===== src/rtl/seg7_scan_ctrl.sv =====
// rtl/seg7_scan_ctrl.sv - multiplexed 7-segment scan controller with tear-free shadow update and PWM dimming.
// Optional build macro SEG7_LEADING_ZERO_BLANK_EN blanks leading zero digits.
module seg7_scan_ctrl #(
  parameter int NDIG      = 3,
  parameter int SLOT_CYC  = 8192,
  parameter int BLANK_CYC = 64
) (
  input  logic              clk,
  input  logic              resetn,
  input  logic              wr_valid,
  output logic              wr_ready,
  input  logic [4*NDIG-1:0] wr_data,
  input  logic [3:0]        bright,
  output logic [NDIG-1:0]   ca,
  output logic [6:0]        seg,
  output logic              frame_tick
);

  localparam int SCW  = $clog2(SLOT_CYC);
  localparam int IDXW = (NDIG > 1) ? $clog2(NDIG) : 1;
  localparam logic [SCW-1:0]  SLOT_LAST = SCW'(SLOT_CYC - 1);
  localparam logic [SCW-1:0]  BLANK_END = SCW'(BLANK_CYC);
  localparam logic [IDXW-1:0] IDX_LAST  = IDXW'(NDIG - 1);

  logic [SCW-1:0]    slot_cnt;
  logic [IDXW-1:0]   idx;
  logic [4*NDIG-1:0] active;
  logic [4*NDIG-1:0] shadow;
  logic              pending;

  logic              slot_end;
  logic              frame_end;
  logic              blank;
  logic              lit;
  logic              lead_zero;
  logic [3:0]        nib;
  logic [NDIG-1:0]   ca_next;
  logic [6:0]        seg_next;

  function automatic logic [6:0] font(input logic [3:0] h);
    case (h)
      4'h0: font = 7'h3F;
      4'h1: font = 7'h06;
      4'h2: font = 7'h5B;
      4'h3: font = 7'h4F;
      4'h4: font = 7'h66;
      4'h5: font = 7'h6D;
      4'h6: font = 7'h7D;
      4'h7: font = 7'h07;
      4'h8: font = 7'h7F;
      4'h9: font = 7'h6F;
      4'hA: font = 7'h77;
      4'hB: font = 7'h7C;
      4'hC: font = 7'h39;
      4'hD: font = 7'h5E;
      4'hE: font = 7'h79;
      default: font = 7'h71;
    endcase
  endfunction

  assign slot_end  = (slot_cnt == SLOT_LAST);
  assign frame_end = slot_end && (idx == IDX_LAST);
  assign blank     = (slot_cnt < BLANK_END);
  assign lit       = (slot_cnt[3:0] < bright);
  assign wr_ready  = !pending;

  always_comb begin
    nib       = '0;
    ca_next   = '1;
    lead_zero = 1'b0;
    for (int i = 0; i < NDIG; i++) begin
      if (idx == IDXW'(i)) begin
        nib = active[4*i +: 4];
        ca_next[NDIG-1-i] = 1'b0;
`ifdef SEG7_LEADING_ZERO_BLANK_EN
        lead_zero = (i > 0) && ((active >> (4*i)) == '0);
`endif
      end
    end
    if (blank) ca_next = '1;
    seg_next = (!blank && lit && !lead_zero) ? font(nib) : 7'h00;
  end

  // Outputs are registered from the current counter state, so they lag it by one cycle.
  always_ff @(posedge clk or negedge resetn) begin
    if (!resetn) begin
      slot_cnt   <= '0;
      idx        <= '0;
      active     <= '0;
      shadow     <= '0;
      pending    <= 1'b0;
      ca         <= '1;
      seg        <= 7'h00;
      frame_tick <= 1'b0;
    end else begin
      slot_cnt   <= slot_cnt + 1'b1;
      if (slot_end) idx <= (idx == IDX_LAST) ? '0 : idx + 1'b1;
      ca         <= ca_next;
      seg        <= seg_next;
      frame_tick <= frame_end;
      // Apply only uses the pre-edge pending, so a write on the boundary waits a frame.
      if (frame_end && pending) begin
        active  <= shadow;
        pending <= 1'b0;
      end
      if (wr_valid && !pending) begin
        shadow  <= wr_data;
        pending <= 1'b1;
      end
    end
  end

endmodule


===== config.mk =====
export PLATFORM = sky130hd
export DESIGN_NAME = seg7_scan_ctrl
export DESIGN_NICKNAME = d
export VERILOG_FILES = /design/src/rtl/seg7_scan_ctrl.sv
export SDC_FILE = /design/constraint.sdc
export NUM_CORES = 1
export LEC_CHECK = 0
export CELL_PAD_IN_SITES_DETAIL_PLACEMENT = 0
export CELL_PAD_IN_SITES_GLOBAL_PLACEMENT = 1
export CORE_ASPECT_RATIO = 2
export CORE_MARGIN = 2
export CORE_UTILIZATION = 25
export DETAILED_ROUTE_END_ITERATION = 12
export PLACE_DENSITY_LB_ADDON = 0.1
export SYNTH_ARGS = -nofsm -noshare
export SYNTH_HDL_FRONTEND = slang
export SYNTH_SLANG_ARGS = --single-unit

===== constraint.sdc =====
create_clock -name clk -period 2.7 [get_ports clk]
set_clock_uncertainty 0.1 [all_clocks]
set_input_delay 0.27 -clock clk [delete_from_list [all_inputs] [get_ports clk]]
set_output_delay 0.27 -clock clk [all_outputs]
set_load 0.005 [all_outputs]

* Word-level counts from Yosys, hierarchy flattened *
Memory sizes are Yosys's and may differ from the RTL's.
Index checks and enable logic that the tools add are counted.

word-level totals
  flip-flop bits (word level) = 51
  bits in latches = 0
  bits in writable memories = 0
  bits in read-only memories = 112
  bits of input ports = 19
  output and inout bits = 12
  memories kept = 1

memories
  memory            words  width  rd ports  clocked after memory_dff  write ports  line  text
  (name not given)  16     7      1         0                         0            41    case (h)

operators by class
  $add $sub $neg = 2
  multipliers = 0
  divide/modulo/power cells = 0
  order comparisons = 2
  equality and inequality tests = 3
  shift-type cells = 0
  mux-type cells = 11
  bitwise operators = 0
  reductions and logical operators = 8

operator list
  cell                                                                    number
  13-bit by 1-bit adder with 13-bit output (second input constant)        1
  13-bit == test (second input constant)                                  1
  13-bit by 7-bit < comparator with 1-bit output (second input constant)  1
  4-bit two-way mux                                                       3
  7-bit two-way mux                                                       1
  1-bit two-way mux                                                       5
  1-bit logical AND                                                       4
  4-bit < comparator                                                      1
  3-bit two-way mux                                                       1
  2-bit by 1-bit adder with 2-bit output (second input constant)          1
  2-bit by 1-bit == test with 1-bit output (second input constant)        1
  2-bit == test (second input constant)                                   1
  1-bit logical NOT                                                       2
  2-bit logical NOT                                                       1
  2-bit two-way mux                                                       1
  2-bit nonzero test                                                      1

* Logic depth before layout (Yosys ltp) *
Gate-level depths: netlist of the first run.
An unclocked memory read counts as a cell.

  depth after elaboration = 6
  mapped depth = 8
  gate-level depth less buffers = 7

* Worst setup path after synthesis of the first run *
OpenSTA, ideal clock, no wires.

  kind = register to register
  start = register idx[1]
  end = register seg[6]
  setup time = 0.104 ns
  data arrival time = 1.728 ns
  slack = 0.768 ns
  cell stages (with the launch flop) = 8
  path buffers = 1
  clock period less this slack = 1.932 ns
  cells stage by stage = dfrtp_1 > buf_6 > mux2i_1 > a2bb2oi_1 > inv_1 > ha_1 > mux2_2 > a221oi_1

on the way
  longest elaborated chain between the ends = 6

RTL lines
  element                          line  text
  from (decl)                      26    logic [IDXW-1:0] idx;
  from (signal assigned)           97    if (slot_end) idx <= (idx == IDX_LAST) ? '0 : idx + 1'b1;
  2-bit logical NOT                72    if (idx == IDXW'(i)) begin
  4-bit two-way mux (2 in series)  72
  4-bit two-way mux *              72
  memory 16 x 7 bit *              n/a
  7-bit two-way mux *              81    seg_next = (!blank && lit && !lead_zero) ? font(nib) : 7'h00;
  via seg_next[6]                  38    logic [6:0] seg_next;
  to (signal assigned)             99    seg <= seg_next;
  to (decl)                        15    output logic [6:0] seg,

The timed path passes the listed nets; every way through them passes the cells marked *.
A chain may end at the register's enable or synchronous reset.

* Final worst setup path of the first run *
  start = register idx[0]
  end = register seg[6]

The elaborated chain is that of the path after synthesis.

==> results of run 1 <==
-- report_power, final --
group / leakage [nW] / internal [mW] / switching [mW]
Sequential: 0.659 / 0.787 / 0.0124
Clock: 0.0741 / 0.372 / 0.282
Combinational: 0.718 / 0.0432 / 0.0252
-- critical path: cells and delay by family (launching register included) --
kind | cells | cell delay (ns)
buffers and inverters | 1 | 0.17
flip-flops | 1 | 0.52
AO/OA/AOI/OAI | 2 | 0.64
multiplexers | 1 | 0.26
AND/OR/NAND/NOR | 1 | 0.28
adder cells (fa/ha/maj) | 1 | 0.22
-- metrics by stage --
stage / setup slack [ns] / hold slack [ns] / power [mW]
final: 0.4030 / 0.3704 / 1.522
after global routing: 0.2310 / 0.4292 / 1.593
after CTS: 0.3992 / 0.3951 / 1.556
after detailed placement: 0.4171 / 0.1598 / 0.8844
after global placement: 0.4587 / 0.1630 / 0.8827
after floorplan: 0.7679 / -0.1256 / 0.8332
-- worst max-delay path by stage --
stage | startpoint | cells after the start | to | slack [ns]
after floorplan | idx[1] | 7 | seg[6] | 0.77
after global placement | idx[0] | 6 | seg[6] | 0.46
after detailed placement | idx[0] | 6 | seg[6] | 0.42
after CTS | idx[0] | 6 | seg[6] | 0.40
after global routing | idx[0] | 6 | seg[6] | 0.23
final | idx[0] | 6 | seg[6] | 0.40
-- sequential cells by signal (all words and copies together) (netlist names) --
signal	count
ca	3
seg	7
active	12
frame_tick	1
idx	2
pending	1
slot_cnt	13
shadow	12
-- layout make-up --
cell class	count	area, µm²	share of cell area (%)
Multi-Input combinational cell	120	1066	35.40
Sequential cell	51	1280	42.50
Clock inverter	1	8.758	0.2908
Timing Repair Buffer	36	342.8	11.38
Clock buffer	7	142.6	4.736
Tap cell	104	130.1	4.321
Inverter	11	41.29	1.371
-- logic make-up (layout without fill, tap and decap cells) --
logic type	after synthesis	count (layout)	synth area share, %
and+or+nand+nor	38	38	9.218
buffers and inverters	16	55	3.450
DFF	51	51	52.68
AOI/OAI and AO/OA	24	24	7.673
adders and majority gates	10	10	5.149
xor gates and xnor gates	14	14	5.046
muxes	34	34	16.79
-- placed cells by master (no fill, tap or decap), drive strengths merged, types with 2 or more instances in the layout --
| cell | Yosys | layout |
|---|---|---|
| dfrtp | 48 | 48 |
| clkdlybuf4s50 | 0 | 29 |
| mux2 | 27 | 27 |
| inv | 11 | 11 |
| nand2 | 10 | 10 |
| ha | 10 | 10 |
| mux2i | 7 | 7 |
| xnor2 | 7 | 7 |
| xor2 | 7 | 7 |
| clkbuf | 1 | 7 |
| buf | 4 | 6 |
| and3 | 4 | 4 |
| nor3 | 4 | 4 |
| a211oi | 4 | 4 |
| a21oi | 4 | 4 |
| o211ai | 4 | 4 |
| nor2 | 4 | 4 |
| nand3 | 3 | 3 |
| dfstp | 3 | 3 |
| a2bb2oi | 3 | 3 |
| nor2b | 3 | 3 |
| o21a | 2 | 2 |
| a221oi | 2 | 2 |
| and4 | 2 | 2 |
| o21ai | 2 | 2 |
| nand4 | 2 | 2 |
-- layer usage --
layer	wire length, µm	vias up	track usage (%)
met5	0	-	0
met4	112	0	4.880
met3	136	7	1.893
met2	3082	26	20.68
met1	1963	734	11.66
li1	-	736	-
==> impl_metrics.toml, run 1 <==
[global_routing]
grt_max_degree = 22
antenna_found_initial = 0
grt_pass1_vias = 1607
overflow = 0
grt_pass1_wl_um = 8583
grt_usage_pct = 11.09

[cts]
holdBufCountCts = 1
htree_levels = 2
cts_made_buffers = 5
clkTransAtPathRegs_ns = 0.07
post_cts_buffers = 0
clock_latency_ns = 0.29
ctsResizeCount = 0
cts_root_buf = "clkbuf_16"
cts_tree = "done"
clock-sinks = 51
cts_buffer_depth = 2

[floorplanning]
start_util_pct = 25.89
coreArea_mm2 = 0.009384
placementRows = 50
dieArea_mm2 = 0.01057
io_pins = 31
die_x_um = 73.71
die_h_um = 143.4

[pwr]
leakage_nw = 1.452
ir_worst_vdd_v = 0.0002388
p_per_area_mw_per_mm2 = 505.3

[layout]
fin_nets = 254
drive_gt1_share_pct = 21.68
syn_to_final_growth_pct = 23.94
post-route-util_pct = 32.09
fin_area_mm2 = 0.003012
antenna_cells = 0
layoutNonFillerInstCount = 330
nFillCells = 973

[synthesis]
async_flop_share_pct = 100.0
synth.area.top_cells = "dfrtp_1, mux2_2, mux2_4"
ys_ff_latch = 51
synthCells = 187
synth_top_cell_area_share_pct = 49.43
ys_types = 42
ys.warnings.count = 0
syn_nets = 216
synth_common_cells = "dfrtp_1, mux2_2, inv_1, ha_1, nand2_1"
ys_seq_area_share_pct = 52.68
synth_ff_type = "dfrtp_1"
synth_largest_area_cell = "dfrtp_1"
synth_area_mm2 = 0.002430
synth_edf_count = 0
yosysMostFrequentCell = "dfrtp_1"
avgSynthCellArea_um2 = 12.99

[route]
wl_um = 5295
final_antenna_net_count = 0
dr_total_vias = 1503
wl_per_cell_um = 16.05
firstDrtPassIters = 4
drc_errors = 0
vias_per_cell = 4.555
drt_iter0_drc = 29

[setup_path]
max_stage_delay_ns = 0.52
worst_ep_required_time_ns = 2.79
crit_path_top_delay_cell = "dfrtp_1"
crit_path_end_kind = "flop"
crit_fanout = 13
crit_path_start_kind = "flop"
rr_worst_depth = 6
criticalPathCategory = "reg -> reg"
rr_startpoint = "idx[0]"
r2r_slack_ns = 0.40
crit_chain = "nor2b_2 > a2bb2oi_1 > inv_1 > ha_1 > mux2_2 > a221oi_1"
regToRegEndpoint = "seg[6]"
arrival_ns = 2.38

[sta]
period_share_pct = 85.07
finalHoldViolations = 0
slew_headroom_pct = 56.08
setup_violations = 0
period_needed_ns = 2.297
drv_slew = 0
worst_pin_slew_ns = 0.6543
fin_tns_setup_ns = 0
rsz0062_at_grt = "false"
fmax_mhz = 435.4

[placed_design]
dp.cells = 321
dpl_cell_area_mm2 = 0.002850
numPortBuffers = 30
gp_congestion = 0.7180
detailedPlacementHpwl_um = 4105

[flow_run]
maxCapViolCount = 0

[run_status]
outcome = "completed"

[hold_path]
hold_class = "in -> async"
Power figures use the tool's default switching activity.
==> run 2: changes to the inputs <==
--- a/config.mk
+++ b/config.mk
@@ -6,4 +6,5 @@
 export NUM_CORES = 1
 export LEC_CHECK = 0
+export CAP_MARGIN = 10
 export CELL_PAD_IN_SITES_DETAIL_PLACEMENT = 0
 export CELL_PAD_IN_SITES_GLOBAL_PLACEMENT = 1
@@ -12,4 +13,5 @@
 export CORE_UTILIZATION = 25
 export DETAILED_ROUTE_END_ITERATION = 12
+export DONT_BUFFER_PORTS = 1
 export PLACE_DENSITY_LB_ADDON = 0.1
 export SYNTH_ARGS = -nofsm -noshare
==> constraint.sdc (replaced) <==
create_clock -name clk -period 2.7 [get_ports clk]
set_clock_uncertainty 0.1 [all_clocks]
set_input_delay 0.27 -clock clk [delete_from_list [all_inputs] [get_ports clk]]
set_output_delay 0.27 -clock clk [all_outputs]
set_load 0.01 [all_outputs]
==> run 2 against run 1 <==
Effect of this change:
- final cell count fell by 9.7%
- first-iteration DRC count fell by 17%
- register-to-register slack improved by 0.04 ns
- critical endpoint unchanged
- combinational power fell by 30%
- critical path type unchanged
- highest routed layer unchanged
- clock power barely moved
==> impl_metrics.toml, run 2 (synthesis results as in run 1) <==
[placed_design]
numPortBuffers = 0
gp_congestion = 0.7346
dp.cells = 287
detailedPlacementHpwl_um = 3900

[flow_run]
maxCapViolCount = 0

[sta]
rsz0062_at_grt = "false"
fin_hold_ws_ns = 0.01897
period_share_pct = 83.75
setup_violations = 0
worst_pin_slew_ns = 0.6299
slew_headroom_pct = 57.73
fin_tns_setup_ns = 0
finalHoldViolations = 0
fmax_mhz = 442.2
period_needed_ns = 2.261
drv_slew = 0

[layout]
antenna_cells = 0
largest_register_ffs = 13
fin_nets = 222
drive_gt1_share_pct = 23.71
post-route-util_pct = 29.03
top_register = "slot_cnt"
largestRegisters = "slot_cnt x13, active x12, shadow x12"
layoutNonFillerInstCount = 298
final_common_cell = "dfrtp_1"
final_cell_mix = "dfrtp_1, mux2_2, inv_1"
syn_to_final_growth_pct = 12.10

[hold_path]
holdPathEnd = "shadow[11]"
hold_class = "in -> reg"
holdPathStages = 1
min-delay-start = "wr_data[11]"

[floorplanning]
placementRows = 50
die_h_um = 143.4
die_x_um = 73.71
io_pins = 31
start_util_pct = 25.89
dieArea_mm2 = 0.01057
coreArea_mm2 = 0.009384

[pwr]
ir_worst_vdd_v = 0.0003944
p_per_area_mw_per_mm2 = 551.2
leakage_nw = 1.337
fin_total_pwr_mw = 1.501

[setup_path]
rr_worst_depth = 6
crit_path_start_kind = "flop"
r2r_slack_ns = 0.44
max_stage_delay_ns = 0.52
crit_path_end_kind = "flop"
criticalPathCategory = "reg -> reg"
worst_ep_required_time_ns = 2.79
crit_path_top_delay_cell = "dfrtp_1"
regToRegEndpoint = "seg[6]"
crit_fanout = 13
rr_startpoint = "idx[0]"
crit_chain = "nor2b_2 > a2bb2oi_1 > inv_1 > ha_1 > mux2_2 > a221oi_1"
arrival_ns = 2.35

[route]
drc_errors = 0
dr_total_vias = 1414
wl_per_cell_um = 17.48
firstDrtPassIters = 3
final_antenna_net_count = 0
wl_um = 5209
drt_iter0_drc = 24
vias_per_cell = 4.745

[global_routing]
grt_max_degree = 52
overflow = 0
grt_pass1_wl_um = 8424
grt_usage_pct = 10.90
antenna_found_initial = 0
grt_pass1_vias = 1562

[cts]
clock_latency_ns = 0.29
cts_buffer_depth = 2
ctsResizeCount = 0
clock-sinks = 51
cts_tree = "done"
cts_made_buffers = 5
cts_root_buf = "clkbuf_16"
clkTransAtPathRegs_ns = 0.08
htree_levels = 2

[run_status]
outcome = "completed"
## run 2: cell types whose count changed in the layout (fill, tap and decap cells not counted), sizes merged
cell           before  now
buf                 6    2
clkdlybuf4s50      29    0
clkbuf              7    5
dlygate4sd3         1    2
inv                11   13
## run 2: cell type report
| cell class | count | area (µm²) |
|---|---|---|
| clock buffer | 5 | 125.1 |
| clock inverter | 3 | 26.28 |
| fill | 992 | 6660 |
| inverter | 11 | 41.29 |
| multi-input combinational | 120 | 1066 |
| sequential | 51 | 1280 |
| tap | 104 | 130.1 |
| timing repair buffer | 4 | 55.05 |
## run 2: metrics by stage
step	area [µm²]	setup WS, ns
floorplan	2430	0.7679
global placement	2525	0.5166
detailed placement	2525	0.4466
CTS	2724	0.4180
global route	2724	0.1988
finish	2724	0.4387
## run 2: worst max-delay path, delay by kind of cell, from the launching register on
kind                     cells  cell delay [ns]
flip-flops                   1             0.52
AND/OR/NAND/NOR              1             0.28
buffers and inverters        1             0.17
AO/OA/AOI/OAI                2             0.58
multiplexers                 1             0.27
adder cells (fa/ha/maj)      1             0.23
## run 2: metal layers
metal	track usage (%)	wire length, µm	vias to the layer above
li1	-	-	675
met1	11.30	1969	707
met2	20.02	2991	26
met3	2.525	138	6
met4	4.880	109	0
met5	0	0	-
## run 2: repair_timing
item,in CTS,in global routing
hold buffers,3,0
endpoints found under the hold margin,52,0
endpoints found under the setup margin,0,0
buffers inserted,0,0
## run 2: power breakdown
group	total [mW]	internal, mW	switching, mW
clock	0.655	0.352	0.303
sequential	0.799	0.787	0.0117
combinational	0.0478	0.0250	0.0228
## run 2: worst max path at each step
stage | start | slack [ns] | cells after the start | to
4_1_cts | idx[0] | 0.42 | 6 | seg[6]
3_5_place_dp | idx[0] | 0.45 | 6 | seg[6]
3_3_place_gp | idx[1] | 0.52 | 6 | seg[6]
5_1_grt | idx[1] | 0.20 | 6 | seg[6]
2_1_floorplan | idx[1] | 0.77 | 7 | seg[6]
6_report | idx[0] | 0.44 | 6 | seg[6]
==> run 3: changes to the inputs <==
clock period = 1.84 ns   (was 2.7 ns; I/O delays follow)
==> run 3 against run 2 <==
Effect of this change:
- the run now ends with setup timing left
- register-to-register slack worse by 0.45 ns
- largest cell class unchanged
- fmax is 22% higher
- design area is 18% higher
- utilization is 5.1 points higher
- sequential cell count stayed put
==> impl_metrics.toml, run 3 (synthesis results as in run 1) <==
[layout]
drive_gt1_share_pct = 41.63
fin_nets = 261
final_common_cell = "dfrtp_1"
largestRegisters = "slot_cnt x13, active x12, shadow x12"
largest_register_ffs = 13
top_register = "slot_cnt"
nFillCells = 953
syn_to_final_growth_pct = 31.72
final_cell_mix = "dfrtp_1, buf_4, mux2_2"
antenna_cells = 0
layoutNonFillerInstCount = 337

[route]
vias_per_cell = 4.730
firstDrtPassIters = 2
wl_um = 5597
final_antenna_net_count = 0
wl_per_cell_um = 16.61
dr_total_vias = 1594
drt_iter0_drc = 16
drc_errors = 0

[floorplanning]
io_pins = 31
die_h_um = 143.4
placementRows = 50
start_util_pct = 25.89
coreArea_mm2 = 0.009384
dieArea_mm2 = 0.01057
die_x_um = 73.71

[pwr]
fin_total_pwr_mw = 2.217
p_per_area_mw_per_mm2 = 692.7
ir_worst_vdd_v = 0.0003320
leakage_nw = 1.518

[sta]
layout_setup_ws_ns = -0.01026
period_share_pct = 100.6
rsz0062_at_grt = "true"
drv_slew = 0
setup_violations = 1
period_needed_ns = 1.850
slew_headroom_pct = 60.85
worst_pin_slew_ns = 0.5873
finalHoldViolations = 0
fmax_mhz = 540.5

[cts]
cts_tree = "done"
clock-sinks = 51
clkTransAtPathRegs_ns = 0.07
cts_buffer_depth = 2
cts_root_buf = "clkbuf_16"
cts_made_buffers = 5
clock_latency_ns = 0.29
htree_levels = 2

[setup_path]
arrival_ns = 1.91
regToRegEndpoint = "seg[3]"
crit_fanout = 6
crit_path_start_kind = "flop"
rr_startpoint = "idx[1]"
crit_path_frequent_cell = "buf_6"
worst_ep_required_time_ns = 1.90
startpoint = "idx[1]"
r2r_slack_ns = -0.01
crit_path_top_delay_cell = "dfrtp_2"
rr_worst_depth = 9
crit_path_end_kind = "flop"
max_stage_delay_ns = 0.45
criticalPathCategory = "reg -> reg"
crit_chain = "buf_6 > nor2b_4 > a2bb2oi_4 > buf_6 > buf_6 > ha_4 > inv_2 > o211ai_1 > a21oi_1"
endpoint = "seg[3]"

[global_routing]
grt_usage_pct = 11.65
grt_pass1_wl_um = 9177
grt_pass1_vias = 1813
antenna_found_initial = 0
overflow = 0
grt_max_degree = 52

[run_status]
outcome = "finished, violations left"
violations = "setup timing"

[flow_run]
maxCapViolCount = 0

[placed_design]
detailedPlacementHpwl_um = 4219
dp.cells = 309
gp_congestion = 0.8334
numPortBuffers = 0
place_ws_ns = -0.07068

[hold_path]
hold_class = "in -> reg"
==> run 3: per-layer routing <==
layer  track usage, %  routed length (µm)  up-vias
met5                0                   0        -
met4            7.464                 210        0
met3            2.174                 143       14
met2            21.05                3191       32
met1            11.67                2052      800
li1                 -                   -      748
==> run 3: metrics by stage <==
step,instance area (µm²),hold WS [ns],TNS [ns],utilization [%]
final,3201,0.2033,-0.01026,34.11
after global routing,3201,0.1988,-0.5386,34.11
after CTS,3080,0.1931,-0.01890,32.83
after detailed placement,2718,-0.2102,-0.09659,28.96
after global placement,2718,-0.2102,0,28.96
after floorplan,2445,-0.2116,0,-
==> run 3: layout make-up <==
type,count,area [µm²],share of cell area (%)
Timing Repair Buffer,43,401.6,12.55
Multi-Input combinational cell,120,1197,37.41
Inverter,11,41.29,1.290
Clock inverter,3,23.77,0.7428
Tap cell,104,130.1,4.066
Sequential cell,51,1281,40.03
Clock buffer,5,125.1,3.909
==> run 3: worst min-delay path by stage <==
stage	from	to	slack (ns)	cells past startpoint
floorplan	resetn	active[0]	-0.21	0
global placement	resetn	frame_tick	-0.21	0
detailed placement	resetn	seg[4]	-0.21	0
CTS	wr_valid	shadow[10]	0.19	2
global route	wr_valid	shadow[10]	0.20	2
finish	wr_valid	shadow[10]	0.20	2
==> run 3: timing repair <==
action,4_1_cts,5_1_grt
pin swaps,0,8
hold endpoints to repair,64,0
endpoints found under the setup margin,6,21
gates resized for setup,4,24
setup buffers,3,2
hold buffers,15,0
gates cloned,0,0
==> run 3: worst max-delay path: cells and delay by family (launching register included) <==
family,cells,cell delay (ns)
AOI/OAI and AO/OA,3,0.33
buffers and inverters,4,0.42
and+or+nand+nor,1,0.16
DFF,1,0.45
adders and majority gates,1,0.27
==> run 3: power by group <==
part	leakage [nW]	switching [mW]	internal (mW)
registers	0.658	0.0178	1.15
logic	0.794	0.0378	0.0535
clock network	0.0664	0.444	0.510
total	1.52	0.499	1.72
==> edit, RTL diff (config.mk and constraints of run 3) <==
The parameter `NDIG` goes from 3 to 2.
--- a/src/rtl/seg7_scan_ctrl.sv
+++ b/src/rtl/seg7_scan_ctrl.sv
@@ -2,5 +2,5 @@
 // Optional build macro SEG7_LEADING_ZERO_BLANK_EN blanks leading zero digits.
 module seg7_scan_ctrl #(
-  parameter int NDIG      = 3,
+  parameter int NDIG      = 2,
   parameter int SLOT_CYC  = 8192,
   parameter int BLANK_CYC = 64
Interface: changed (resized ca and wr_data); port bits go from 31 to 26. No check against the original RTL was run, so the function may have changed too.
==> edit against run 3 <==
Sequential cell count fell by 10; critical path type unchanged; critical endpoint unchanged; routed wire length is 28% lower; area after synthesis fell by 21%; power shrank 8.1%; worst setup slack gained 0.041 ns; via count fell by 22%; cell area shrank 21%; critical path depth fell by 3.
==> edit: results <==
finish:
  num-nets-final: 211
  instances_no_fill: 282
  final_layout_size_suffix_gt1_frac: 0.3617
  fillers: 801
  diodes: 0
clock_tree:
  cts-hold-fix-buffers: 11
  cts_resized: 8
  postCtsSetupBuffers: 2
placed_design:
  place.gp.congestion: 0.7102
  postPlaceCellArea_um2: 2172
  place_inst: 261
setup_path:
  crit_family: "multiplexers"
  slowest_stage: "mux4_2"
  crit_path_max_fanout: 4
  rr_worst_depth: 6
  timing.rr.start: "idx"
  r2r_slack_ns: 0.03
global_routing:
  grt_first_pass_wirelength_um: 6672
  grt_use_total: 0.1072
  grt_max_degree: 42
  first_global_vias: 1401
detailed_routing:
  routed_wl_um: 4030
  first_pass_iters: 4
  via_per_inst: 4.415
status:
  status: "finished, final reports clean"
synth:
  synthTopCellsByArea: "dfrtp_1 51%, mux2_4 6.2%, ha_1 5.8%"
  syn_nets: 176
  synth_common_cells: "39 x dfrtp_1, 11 x inv_1, 10 x mux2_2"
  ys_seq_area_frac: 0.5338
  synthCells: 152
sta:
  worst_pin_slew_ns: 0.4093
  hold_slack_ns: 0.2462
pwr:
  peakVddDrop_mv: 0.4560
worst_hold_path:
  hp-class: "input pin to async pin"
edit: cell types whose count changed in the layout (fill, tap and decap cells not counted), sizes merged, moves of 3 or more:
cell	change
nor2	+5
o211ai	-4
dfrtp	-9
dlygate4sd3	-4
mux2i	-4
buf	-7
nand2	-3
mux2	-9
edit: where the power goes:
group | internal (mW) | switching [mW] | total (mW)
combinational | 0.0366 | 0.0272 | 0.0637
clock | 0.677 | 0.364 | 1.04
sequential | 0.922 | 0.0104 | 0.933
edit: logic make-up after synthesis:
group	after synthesis	share of synthesized area
AO/OA/AOI/OAI	15	0.05324
XOR/XNOR	12	0.05455
adder cells (fa/ha/maj)	9	0.05844
buffers and inverters	15	0.03896
flip-flops	41	0.5338
multiplexers	22	0.1500
AND/OR/NAND/NOR	38	0.1111
edit: final cells by class:
cell class	count	area share
clock inverters	2	0.01479
repair buffers	32	0.1144
flip-flops and latches	41	0.4058
well taps	94	0.04635
clock buffers	6	0.05473
multi-input cells	96	0.3466
inverters	11	0.01726
edit: layer usage:
metal  share of wire  vias up  GRT usage
met5               0        -          0
met4           0.025        0    0.05762
met3           0.031        6    0.02634
met2            0.57       25     0.1994
met1            0.37      615     0.1033
li1                -      599          -
edit: worst max-delay path by stage:
stage          startpoint  endpoint  slack, ns  cells past startpoint
2_1_floorplan         idx    seg[3]       0.03                      6
3_3_place_gp          idx    seg[3]       -0.1                      6
3_5_place_dp          idx    seg[3]      -0.14                      6
4_1_cts               idx    seg[3]     0.0009                      6
5_1_grt               idx    seg[3]      -0.04                      6
6_report              idx    seg[3]       0.03                      6
